==> src/rtl/mem_arb_pkg.sv <==
// Shared types and constants for mem_port_arbiter and its grant chooser.
// The DATA_ADDR_MODE_* encodings normally come from def.sv; the fallbacks keep this slice standalone.
`ifndef DATA_ADDR_MODE_B
`define DATA_ADDR_MODE_B 3'b000
`endif
`ifndef DATA_ADDR_MODE_H
`define DATA_ADDR_MODE_H 3'b001
`endif
`ifndef DATA_ADDR_MODE_W
`define DATA_ADDR_MODE_W 3'b010
`endif

package mem_arb_pkg;

  typedef enum logic [1:0] {IDLE, ISSUE, WAIT, DONE} arb_state_t;
  typedef enum logic {REQ_IF, REQ_DC} req_id_t;

  localparam int MODE_W = 3;
  localparam logic [MODE_W-1:0] MODE_BYTE    = `DATA_ADDR_MODE_B;
  localparam logic [MODE_W-1:0] MODE_HALF    = `DATA_ADDR_MODE_H;
  localparam logic [MODE_W-1:0] MODE_WORD    = `DATA_ADDR_MODE_W;
  // Instruction refills always move whole words.
  localparam logic [MODE_W-1:0] IF_ADDR_MODE = `DATA_ADDR_MODE_W;

endpackage

==> src/rtl/arb_pick.sv <==
// Combinational 2-way chooser between the IF and DC requesters.
// Policy macro ARB_ROUND_ROBIN_EN: alternate on contention; otherwise DC always beats IF.
module arb_pick
  import mem_arb_pkg::*;
(
  input  logic    if_req,
  input  logic    dc_req,
  input  req_id_t last_grant,
  output req_id_t winner
);

`ifdef ARB_ROUND_ROBIN_EN
  always_comb begin
    winner = REQ_DC;
    if (if_req && dc_req) begin
      winner = (last_grant == REQ_IF) ? REQ_DC : REQ_IF;
    end else if (if_req) begin
      winner = REQ_IF;
    end
  end
`else
  // Fixed priority has no use for the grant history.
  logic unused_last;
  assign unused_last = (last_grant == REQ_DC);

  always_comb begin
    winner = REQ_DC;
    if (if_req && !dc_req) begin
      winner = REQ_IF;
    end
  end
`endif

endmodule

==> src/rtl/mem_port_arbiter.sv <==
// Shares the data_mem port between IF refills and DC accesses, one transaction at a time,
// with a WAIT-state watchdog. Grant policy macro: ARB_ROUND_ROBIN_EN (else fixed DC > IF).
module mem_port_arbiter
  import mem_arb_pkg::*;
#(
  parameter int ADDR_WIDTH = 32,
  parameter int DATA_WIDTH = 32,
  parameter int TIMEOUT    = 64
) (
  input  logic                  clk,
  input  logic                  rst_n,
  input  logic                  if_req,
  input  logic [ADDR_WIDTH-1:0] if_addr,
  output logic                  if_ack,
  output logic [DATA_WIDTH-1:0] if_rdata,
  input  logic                  dc_req,
  input  logic                  dc_we,
  input  logic [MODE_W-1:0]     dc_addr_mode,
  input  logic [ADDR_WIDTH-1:0] dc_addr,
  input  logic [DATA_WIDTH-1:0] dc_wdata,
  output logic                  dc_ack,
  output logic [DATA_WIDTH-1:0] dc_rdata,
  output logic                  mem_req,
  output logic                  mem_we,
  output logic [MODE_W-1:0]     mem_addr_mode,
  output logic [ADDR_WIDTH-1:0] mem_addr,
  output logic [DATA_WIDTH-1:0] mem_wdata,
  input  logic                  mem_ready,
  input  logic [DATA_WIDTH-1:0] mem_rdata,
  output logic                  timeout_err
);

  localparam int CNT_W = $clog2(TIMEOUT + 1);
  localparam logic [CNT_W-1:0] CNT_MAX = CNT_W'(TIMEOUT);

  arb_state_t            state_q, state_d;
  req_id_t               owner_q, owner_d;
  req_id_t               last_q, last_d;
  req_id_t               pick_win;
  logic [CNT_W-1:0]      cnt_q, cnt_d;
  logic [ADDR_WIDTH-1:0] addr_q, addr_d;
  logic                  we_q, we_d;
  logic [MODE_W-1:0]     mode_q, mode_d;
  logic [DATA_WIDTH-1:0] wdata_q, wdata_d;
  logic [DATA_WIDTH-1:0] if_rdata_q, if_rdata_d;
  logic [DATA_WIDTH-1:0] dc_rdata_q, dc_rdata_d;
  logic                  terr_q, terr_d;
  logic [DATA_WIDTH-1:0] rdata_cap;

  arb_pick u_pick (
    .if_req     (if_req),
    .dc_req     (dc_req),
    .last_grant (last_q),
    .winner     (pick_win)
  );

  always_ff @(posedge clk or negedge rst_n) begin
    if (!rst_n) begin
      state_q    <= IDLE;
      owner_q    <= REQ_IF;
      last_q     <= REQ_IF;
      cnt_q      <= '0;
      addr_q     <= '0;
      we_q       <= 1'b0;
      mode_q     <= '0;
      wdata_q    <= '0;
      if_rdata_q <= '0;
      dc_rdata_q <= '0;
      terr_q     <= 1'b0;
    end else begin
      state_q    <= state_d;
      owner_q    <= owner_d;
      last_q     <= last_d;
      cnt_q      <= cnt_d;
      addr_q     <= addr_d;
      we_q       <= we_d;
      mode_q     <= mode_d;
      wdata_q    <= wdata_d;
      if_rdata_q <= if_rdata_d;
      dc_rdata_q <= dc_rdata_d;
      terr_q     <= terr_d;
    end
  end

  always_comb begin
    state_d    = state_q;
    owner_d    = owner_q;
    last_d     = last_q;
    cnt_d      = cnt_q;
    addr_d     = addr_q;
    we_d       = we_q;
    mode_d     = mode_q;
    wdata_d    = wdata_q;
    if_rdata_d = if_rdata_q;
    dc_rdata_d = dc_rdata_q;
    terr_d     = terr_q;
    rdata_cap  = '0;
    mem_req    = 1'b0;
    if_ack     = 1'b0;
    dc_ack     = 1'b0;

    unique case (state_q)
      IDLE: begin
        if (if_req || dc_req) begin
          owner_d = pick_win;
          last_d  = pick_win;
          if (pick_win == REQ_DC) begin
            addr_d  = dc_addr;
            we_d    = dc_we;
            mode_d  = dc_addr_mode;
            wdata_d = dc_wdata;
          end else begin
            addr_d  = if_addr;
            we_d    = 1'b0;
            mode_d  = IF_ADDR_MODE;
            wdata_d = '0;
          end
          state_d = ISSUE;
        end
      end
      ISSUE: begin
        mem_req = 1'b1;
        cnt_d   = '0;
        state_d = WAIT;
      end
      WAIT: begin
        mem_req = 1'b1;
        cnt_d   = cnt_q + 1'b1;
        // A late mem_ready on the final watchdog cycle still completes normally.
        if (mem_ready || (cnt_q == CNT_MAX)) begin
          rdata_cap = mem_ready ? mem_rdata : '0;
          if (!mem_ready) begin
            terr_d = 1'b1;
          end
          if (owner_q == REQ_IF) begin
            if_rdata_d = rdata_cap;
          end else if (!we_q) begin
            dc_rdata_d = rdata_cap;
          end
          cnt_d   = '0;
          state_d = DONE;
        end
      end
      DONE: begin
        if_ack  = (owner_q == REQ_IF);
        dc_ack  = (owner_q == REQ_DC);
        state_d = IDLE;
      end
      default: state_d = IDLE;
    endcase
  end

  // Memory-side outputs are forced low outside the active window.
  assign mem_we        = mem_req & we_q;
  assign mem_addr_mode = mem_req ? mode_q  : '0;
  assign mem_addr      = mem_req ? addr_q  : '0;
  assign mem_wdata     = mem_req ? wdata_q : '0;
  assign if_rdata      = if_rdata_q;
  assign dc_rdata      = dc_rdata_q;
  assign timeout_err   = terr_q;

endmodule

==> config.mk <==
export PLATFORM = sky130hd
export DESIGN_NAME = mem_port_arbiter
export DESIGN_NICKNAME = d
export VERILOG_FILES = /design/src/rtl/mem_arb_pkg.sv /design/src/rtl/arb_pick.sv /design/src/rtl/mem_port_arbiter.sv
export SDC_FILE = /design/constraint.sdc
export NUM_CORES = 1
export LEC_CHECK = 0
export ABC_AREA = 1
export BUFFER_PORTS_ARGS = -buffer_cell sky130_fd_sc_hd__clkbuf_2
export CAP_MARGIN = 20
export CORE_ASPECT_RATIO = 1.75
export CORE_MARGIN = 2
export CORE_UTILIZATION = 35
export CTS_CLUSTER_DIAMETER = 40
export DETAILED_ROUTE_END_ITERATION = 10
export MAX_ROUTING_LAYER = met4
export PLACE_DENSITY = 0.64
export SYNTH_ARGS = -nofsm -noshare
export SYNTH_HDL_FRONTEND = slang
export SYNTH_SLANG_ARGS = --single-unit
==> constraint.sdc <==
create_clock -name clk -period 3.3 [get_ports clk]
set_input_delay 0.33 -clock clk [delete_from_list [all_inputs] [get_ports clk]]
set_output_delay 0.33 -clock clk [all_outputs]
set_load 0.01 [all_outputs]
# --- Word level (Yosys, flattened, before mapping) ---
# Index checks and enable logic that the tools add are counted.
totals:
  register_bits: 143
  input_bits: 137
  output_inout_bits: 136
op_classes:
  addsub: 1
  n_eq_ne: 6
  muxes: 17
  bitwise: 4
  n_reduce_logical: 12
op_table:
  columns: ["op", "count"]
  rows:
  - ["$mux 32", 5]
  - ["$pmux 7 s2", 1]
  - ["$pmux 2 s4", 1]
  - ["$add 7x1->7 const B", 1]
  - ["$eq 7x7->1 const B", 1]
  - ["$mux 7", 1]
  - ["$mux 3", 2]
  - ["$reduce_and 3->1", 2]
  - ["$mux 1", 5]
  - ["$eq 2x2->1 const B", 2]
  - ["$mux 2", 2]
  - ["$ne 2x2->1 const B", 2]
  - ["$reduce_and 2->1", 2]
  - ["$reduce_and 4->1", 1]
  - ["$not 1->1", 3]
  - ["$eq 2x1->1 const B", 1]
  - ["$logic_not 2->1", 1]
  - ["$logic_or 1x1->1", 2]
  - ["$reduce_bool 2->1", 1]
  - ["$reduce_or 2->1", 1]
  - ["$and 1x1->1", 1]
  - ["$logic_and 1x1->1", 1]
  - ["$logic_not 1->1", 1]

# --- Logic depth before layout (Yosys ltp) ---
# Gate-level depths: netlist of run 1.
logic_depth:
  depth_word: 4
  depth_mapped: 10

# --- Cells and area by module ---
# From an unflattened synthesis of run 1, not the netlist that was laid out.
hier_totals:
  cells_unflattened: 844
  hier_area_um2: 6905.4
modules_own_cells:
  columns: ["module", "instances", "cells_per_inst", "area_per_inst_um2"]
  rows:
  - ["mem_port_arbiter", 1, 842, 6897.9]
  - ["arb_pick", 1, 2, 7.5]

# --- Worst setup path after synthesis of run 1 ---
# OpenSTA, ideal clock, no wires.
synth_path:
  kind: "reg2out"
  startpoint: "register state_q[1]"
  endpoint: "output port mem_wdata[10]"
  arrival_ns: 1.486
  slack_ns: 1.484
  stages_incl_launch_ff: 8
  path_buffers: 3
  cell_sequence: "dfrtp_1 -> inv_1 -> ha_1 -> clkbuf_1 -> buf_2 -> buf_2 -> nand2_1 -> inv_1"
synth_between:
  elab_chain_cells: 4
  elab_cells_between_ends: 5
synth_rtl:
  columns: ["element", "line_no", "rtl"]
  rows:
  - ["start, declared", "mem_port_arbiter.sv:36", "arb_state_t state_q, state_d;"]
  - ["start signal, assigned", "mem_port_arbiter.sv:71", "state_q <= state_d;"]
  - ["$eq 2x2->1 / $eq 2x1->1 (equally long branches)", "mem_port_arbiter.sv:102", "unique case (state_q)"]
  - ["$reduce_or 2->1 (no line) (*)", null, null]
  - ["$mux 1 (*)", "mem_port_arbiter.sv:102", null]
  - ["net mem_req", "mem_port_arbiter.sv:23", "output logic mem_req,"]
  - ["$mux 32 (*)", "mem_port_arbiter.sv:157", "assign mem_wdata = mem_req ? wdata_q : '0;"]
  - ["end, declared", "mem_port_arbiter.sv:27", "output logic [DATA_WIDTH-1:0] mem_wdata,"]
# Mark *: on every way through the listed nets, which the timed path passes. The rest lies on a longest branch.

# --- Worst setup path in the final report of run 1 ---
layout_path:
  startpoint: "register state_q[0]"
  endpoint: "output port mem_wdata[1]"
layout_between:
  elab_chain_cells: 4
  elab_cells_between_ends: 5
layout_rtl:
  columns: ["element", "line_no"]
  rows:
  - ["$eq 2x2->1 / $eq 2x1->1 (equally long branches)", "mem_port_arbiter.sv:102"]
  - ["$reduce_or 2->1 (no line) (*)", null]
  - ["$mux 1 (*)", "mem_port_arbiter.sv:102"]
  - ["$mux 32 (*)", "mem_port_arbiter.sv:157"]
# Mark *: on every way between the ends. The rest lies on a longest branch, timed or not.

==> results of run 1 <==
-- worst paths after layout --
path | from | end | slack [ns] | cells past startpoint
min in group asynchronous | rst_n | addr_q[15] | 0.49 | 2
max in group asynchronous | rst_n | dc_rdata[24] | 1.94 | 3
setup reg to reg | cnt_q[0] | if_rdata[26] | 1.26 | 9
setup / recovery | state_q[0] | mem_wdata[1] | 0.74 | 6
hold reg to reg | timeout_err | timeout_err | 0.45 | 1
hold / removal | dc_wdata[0] | wdata_q[0] | 0.13 | 2
-- worst max-delay path: cells and delay by family, from the launching register on --
| family | cells | cell delay, ns |
|---|---|---|
| flops | 1 | 0.39 |
| simple gates | 1 | 0.11 |
| fa+ha+maj | 1 | 0.51 |
| buf+inv | 4 | 0.79 |
-- final cells by class --
class	instances	area, sq um
Fill cell	1941	10300
Sequential cell	143	3580
Multi-Input combinational cell	518	2510
Timing Repair Buffer	282	1480
Inverter	124	465
Clock buffer	20	447
Tap cell	241	302
Clock inverter	10	116
-- flip-flops by register name, indices dropped and copies added (netlist names) --
| signal | count |
|---|---|
| owner_q | 1 |
| timeout_err | 1 |
| we_q | 1 |
| mode_q | 3 |
| state_q | 2 |
| dc_rdata | 32 |
| if_rdata | 32 |
| addr_q | 32 |
| wdata_q | 32 |
| cnt_q | 7 |
-- metal layers --
layer	global-route usage (%)	routed length (microns)	part of all wire, %	vias to the layer above
li1	-	-	-	3148
met1	23.5	7920	39	2998
met2	35.8	10800	54	239
met3	3.34	1030	5.1	28
met4	6.86	417	2.1	0
met5	-	0	0	-
-- through the flow --
| step | power [W] | cell area (sq um) | hold slack [ns] |
|---|---|---|---|
| after detailed placement | 0.00666 | 8300 | 0.408 |
| after global routing | 0.00914 | 8900 | 0.116 |
| after floorplan | 0.00520 | 6860 | 0.0344 |
| after global placement | 0.00662 | 8300 | 0.401 |
| after CTS | 0.00858 | 8870 | 0.111 |
| final | 0.00846 | 8900 | 0.132 |
-- what timing repair did --
action | in CTS | in global routing
endpoints found under the setup margin | 0 | 0
hold buffers | 1 | 0
hold endpoints to repair | 74 | 0
-- power by group --
part | switching (W) | internal [W]
sequential | 0.000453 | 0.00248
clock | 0.000746 | 0.00112
combinational | 0.00234 | 0.00132
total | 0.00354 | 0.00492
-- cell families (layout without fill, tap and decap cells) --
group / Yosys count / in the layout / synth area share (%)
AO/OA/AOI/OAI: 108 / 108 / 9.95
XOR/XNOR: 1 / 1 / 0.128
adder cells (fa/ha/maj): 6 / 6 / 1.10
buffers and inverters: 181 / 436 / 11.3
flip-flops: 143 / 143 / 52.2
AND/OR/NAND/NOR: 403 / 403 / 25.3
-- synthesized netlist by cell type, drive strengths merged --
cell type | n | share of area [%]
clkbuf | 19 | 1.1
dfrtp | 143 | 52
nand2 | 280 | 15
inv | 124 | 6.8
o21ai | 71 | 5.2
nand3 | 7 | 0.95
a22o | 35 | 4.5
ha | 6 | 1.1
nand4 | 68 | 6.2
nor2 | 48 | 2.7
xor2 | 1 | 0.13
buf | 38 | 3.4
a21o | 1 | 0.11
o22a | 1 | 0.13
==> metrics.md, run 1 <==
| Metric | Value |
|---|---|
| Reg clk slew, reported paths | 0.06 ns |
| Leakage | 5.49 nW |
| Avg WL per Cell | 15.1 microns |
| Slew Limit Fails | 0 |
| Final Util | 46.4% |
| Yosys warnings | 0 |
| Final net count | 1229 |
| Syn_nets | 985 |
| Remaining global-route overflow | 0 |
| Syn_area_per_cell | 8.14 sq um |
| Mapped cell area | 6860 sq um |
| Worst setup margin | 0.743 ns |
| Period utilization | 77.5% |
| Placed cell count | 1306 |
| Crit-path max cell delay | 0.51 ns |
| Die footprint | 20800 sq um |
| RSZ-0062 raised after global routing | no |
| Crit-path slowest cell | ha_2 |
| Drt first pass iters | 4 |
| Max IR drop VDD | 0.000467 V |
| Setup TNS | 0 ns |
| F_max | 0.391 GHz |
| Via count | 6413 |
| Most Frequent Cell on Critical Path | inv_1 |
| Total wire length | 20200 microns |
| DRC viols | 0 |
| Drt initial violations | 380 |
| Top-Level Pins | 273 |
| DIE WIDTH | 110 microns |
| Clk_skew | 0.00708 ns |
| Critical path class | flip-flop to primary output |
| Clock Tree Buf Depth | 2 |
| Sequential area share after synthesis | 52.2% |
| Fin crit period | 2.56 ns |
| Initial antenna violation count | 0 |
| Largest net degree at the start of global routing | 76 |
| Dpl ws | 1.15 ns |
| Tot GR Track Use | 20.5% |
| # port buffers | 272 |
| CP Data Required Time | 2.97 ns |
| CTS Buf Count | 17 |
| CP startpoint kind | flip-flop |
| HPWL Detailed | 14300 microns |
| Syn-to-layout area delta | 29.8% |
| Starting Density | 35.7% |
| #FFs+latches synth | 143 |
| Final hold viol count | 0 |
| Max_cap viols | 0 |
| Post-CTS setup buffers | 0 |
| Core Region | 19200 sq um |
| DRT antenna net count | 0 |
| Worst Tran Pin Value | 0.719 ns |
| Placer Congestion | 0.800 |
| Maximum fanout along the worst path | 45 |
| Num rows | 67 |
| Global-route wire length before repair | 32100 microns |
| Clock sinks | 143 |
| Die Y | 189 microns |
| CTS root buf | clkbuf_16 |
| Via-to-Cell Ratio | 4.79 |
| Post-CTS Resized | 0 |
| TritonCTS clock tree | done |
| Clk Latency, worst-skew pair | 0.42 ns |
| Crit path DAT | 2.23 ns |
| # setup viols final | 0 |
| Critical-path cell list | inv_1 > ha_2 > buf_4 > nand2_1 > inv_1 > clkbuf_2 |
| N_diodes | 0 |
| Cell Count, Final, Fillers Out | 1338 |
| Post-synthesis cell count | 842 |
| Vias in the first global route | 6352 |
| Yosys cell types | 25 |
| Status | finished clean |
| Pwr dens | 951 nW/um^2 |
| Most frequent cells in the layout | nand2_1, clkbuf_2, dfrtp_1, inv_1, nand4_1 |
| Worst Setup End Kind | primary output |
| Relative slew slack | 52.1% |
| CTS H-tree lvls | 4 |
| Share of cells above drive strength 1 | 29.4% |
| Hold WC Path Type | input pin to flip-flop |
| Commonest non-fill, non-tap cell in the layout | nand2_1 |
(Power assumes the default switching activity.)
==> inputs of run 2 (changes only) <==
ABC_AREA = 0   (was 1)
PLACE_DENSITY = 0.68   (was 0.64)
clock period = 2.3 ns   (was 3.3 ns; I/O delays follow)
==> metrics.md, run 2 <==
| Metric | Value |
|---|---|
| DRC viols | 0 (unchanged) |
| Avg WL per Cell | 16.1 microns (+6.9%) |
| Yosys warnings | 0 (unchanged) |
| Synth top cells by count | dfrtp_1, and2_1, a22o_1 |
| #FFs+latches synth | 143 (unchanged) |
| Int Pwr | 0.00766 W (+56%) |
| CTS root buf | clkbuf_16 |
| Clock sinks | 143 (unchanged) |
| Reg clk slew, reported paths | 0.06 ns (about the same) |
| HPWL Detailed | 11500 microns (-20%) |
| Post-synthesis cell count | 515 (-39%) |
| Register area | 3580 sq um (unchanged) |
| Switching pwr | 0.00450 W (+27%) |
| Pwr dens | 1450 nW/um^2 (+52%) |
| Yosys cell types | 36 (+44%) |
| Placer Congestion | 0.818 (+2.3%) |
| F_max | 0.476 GHz |
| CP Data Required Time | 2.07 ns (-0.90 ns) |
| Core Region | 17400 sq um (-9.5%) |
| Comb power frac | 43.7% (+0.5 points) |
| Global-route wire length before repair | 26300 microns (-18%) |
| Drt initial violations | 214 (-44%) |
| Period utilization | 91.3% |
| Via count | 5017 (-22%) |
| Tot GR Track Use | 18.2% (-2.3 points) |
| Starting Density | 35.6% (-0.13 points) |
| Clk Latency, worst-skew pair | 0.41 ns (about the same) |
| Hold WC Path Type | input pin to flip-flop |
| Vias in the first global route | 5083 (-20%) |
| DIE WIDTH | 104 microns (-4.9%) |
| Post-synth top area cell | dfrtp_1 |
| CTS H-tree lvls | 4 (unchanged) |
| # setup viols final | 0 (unchanged) |
| Post-synth EDFFs | 0 (unchanged) |
| Status | finished clean |
| CP startpoint kind | flip-flop |
| Total wire length | 16400 microns (-19%) |
| Switching Share | 37.0% (-4.8 points) |
| Commonest non-fill, non-tap cell in the layout | clkbuf_2 |
| Worst Tran Pin Value | 0.625 ns (-0.0938 ns) |
| Post-CTS setup buffers | 0 (unchanged) |
| Top-area cell type share of the netlist area | 57.9% (+5.7 points) |
| Area of the multi-input gates | 2390 sq um (-5.0%) |
| Relative slew slack | 58.3% (+6.3 points) |
| Final net count | 918 (-25%) |
| Dominant synthesized flop cell | dfrtp_1 |
| Largest net degree at the start of global routing | 66 (-13%) |
| Initial antenna violation count | 0 (unchanged) |
| Most common cell in the netlist | dfrtp_1 |
| Clock power frac | 21.2% (-0.9 points) |
| Setup TNS | 0 ns (unchanged) |
| RSZ-0062 raised after global routing | no |
| Clock Tree Buf Depth | 2 (unchanged) |
| Fin crit period | 2.10 ns |
| Die Y | 180 microns (-4.9%) |
| Sequential area share after synthesis | 57.9% (+5.7 points) |
| Top-Level Pins | 273 (unchanged) |
| Worst Setup End Kind | primary output |
| Final Hold Slack | 0.0543 ns (-0.0772 ns) |
| DRT antenna net count | 0 (unchanged) |
| Die footprint | 18800 sq um (-9.5%) |
| Max IR drop VDD | 0.000627 V (+34%) |
| Syn-to-layout area delta | 36.1% |
| TritonCTS clock tree | done |
| Mapped cell area | 6180 sq um (-9.8%) |
| Synth top area cells | dfrtp_1, a22o_1, and2_1, a32o_1, mux2i_1 |
| FFs w/ async S/R, synth | 100% (unchanged) |
| Num rows | 64 (-4.5%) |
| N_diodes | 0 (unchanged) |
| Most frequent cells in the layout | clkbuf_2, dfrtp_1, and2_1, a22o_1, nand2_1 |
| # port buffers | 272 (unchanged) |
| Maximum fanout along the worst path | 32 (-29%) |
| Leakage | 4.37 nW (-20%) |
| Final Util | 48.4% (+2.1 points) |
| Share of cells above drive strength 1 | 41.9% (+13 points) |
| Via-to-Cell Ratio | 4.93 (+2.9%) |
| Remaining global-route overflow | 0 (unchanged) |
| FILL cells | 1658 (-15%) |
| Slew Limit Fails | 0 (unchanged) |
| Syn_nets | 658 (-33%) |
| Syn_area_per_cell | 12.0 sq um (+47%) |
| Drt first pass iters | 4 (unchanged) |
| CTS Buf Count | 17 (unchanged) |
| Final hold viol count | 0 (unchanged) |
| Crit path DAT | 1.87 ns (-0.36 ns) |
| Critical path class | flip-flop to primary output |
| Clk_skew | 0.00790 ns (+0.000814 ns) |
| Max_cap viols | 0 (unchanged) |
| Reg power frac | 35.1% (+0.4 points) |
[run 2: cell types whose count changed in the layout (fill, tap and decap cells not counted), sizes merged, moves of 6 or more]
cell   delta
inv     -115
nand4    -68
nand2   -241
buf       +6
mux2i    +32
and2     +69
o21ai    -34
a32o     +35
a22o     +29
nor2     -43
[run 2: cell type report]
type / count / share of cell area [%]
sequential: 143 / 42.5
multi-input combinational: 319 / 28.4
timing repair buffer: 288 / 19.0
clock buffer: 18 / 5.10
tap: 231 / 3.43
clock inverter: 12 / 1.34
inverter: 6 / 0.268
[run 2: power groups by stage]
stage / clock (W) / sequential (W) / combinational (W)
finish: 0.00258 / 0.00427 / 0.00532
global route: 0.00277 / 0.00441 / 0.00583
CTS: 0.00267 / 0.00427 / 0.00536
detailed placement: 0 / 0.00430 / 0.00529
global placement: 0 / 0.00428 / 0.00524
floorplan: 0 / 0.00442 / 0.00292
[run 2: repair_timing]
action | in CTS | in global routing
endpoints found under the hold margin | 63 | 0
endpoints found under the setup margin | 12 | 0
resized for setup | 1 | 0
hold buffers | 1 | 0
[run 2: per-stage QoR]
stage                     setup WS (ns)  cell area, sq um  instances  total power [W]
after floorplan                   0.422              6180        515          0.00734
after global placement            0.359              7830        985          0.00951
after detailed placement          0.310              7830        985          0.00959
after CTS                         0.162              8390       1016           0.0123
after global routing             0.0553              8420       1017           0.0130
final                             0.200              8420       1017           0.0122
[run 2: kinds of logic after synthesis]
family	share of synthesized area, %
compound gates	19.1
flops	57.9
simple gates	12.0
buf+inv	4.01
mux	5.61
fa+ha+maj	1.21
xor+xnor	0.142
[run 2: final timing paths]
kind | from | end | slack (ns) | depth (start not counted)
worst max-delay path | state_q[1] | mem_addr_mode[0] | 0.20 | 5
worst min-delay path | dc_addr_mode[0] | mode_q[0] | 0.05 | 2
worst max register to register | cnt_q[0] | dc_rdata[24] | 0.33 | 7
worst min register to register | addr_q[30] | addr_q[30] | 0.47 | 2
max in group asynchronous | rst_n | if_rdata[10] | 1.24 | 3
min in group asynchronous | rst_n | mode_q[0] | 0.39 | 2
[run 2: per-layer routing]
layer,GRT usage (%),vias up,routed length [microns]
li1,-,2389,-
met1,20.7,2397,6540
met2,31.1,208,8550
met3,4.24,23,976
met4,6.49,0,338
met5,-,-,0
[run 2: critical path, cell delays in order, from the launching register on]
cell,delay (ns)
dfrtp_1,0.39
inv_1,0.10
ha_4,0.45
buf_12,0.21
and2_1,0.14
clkbuf_2,0.15
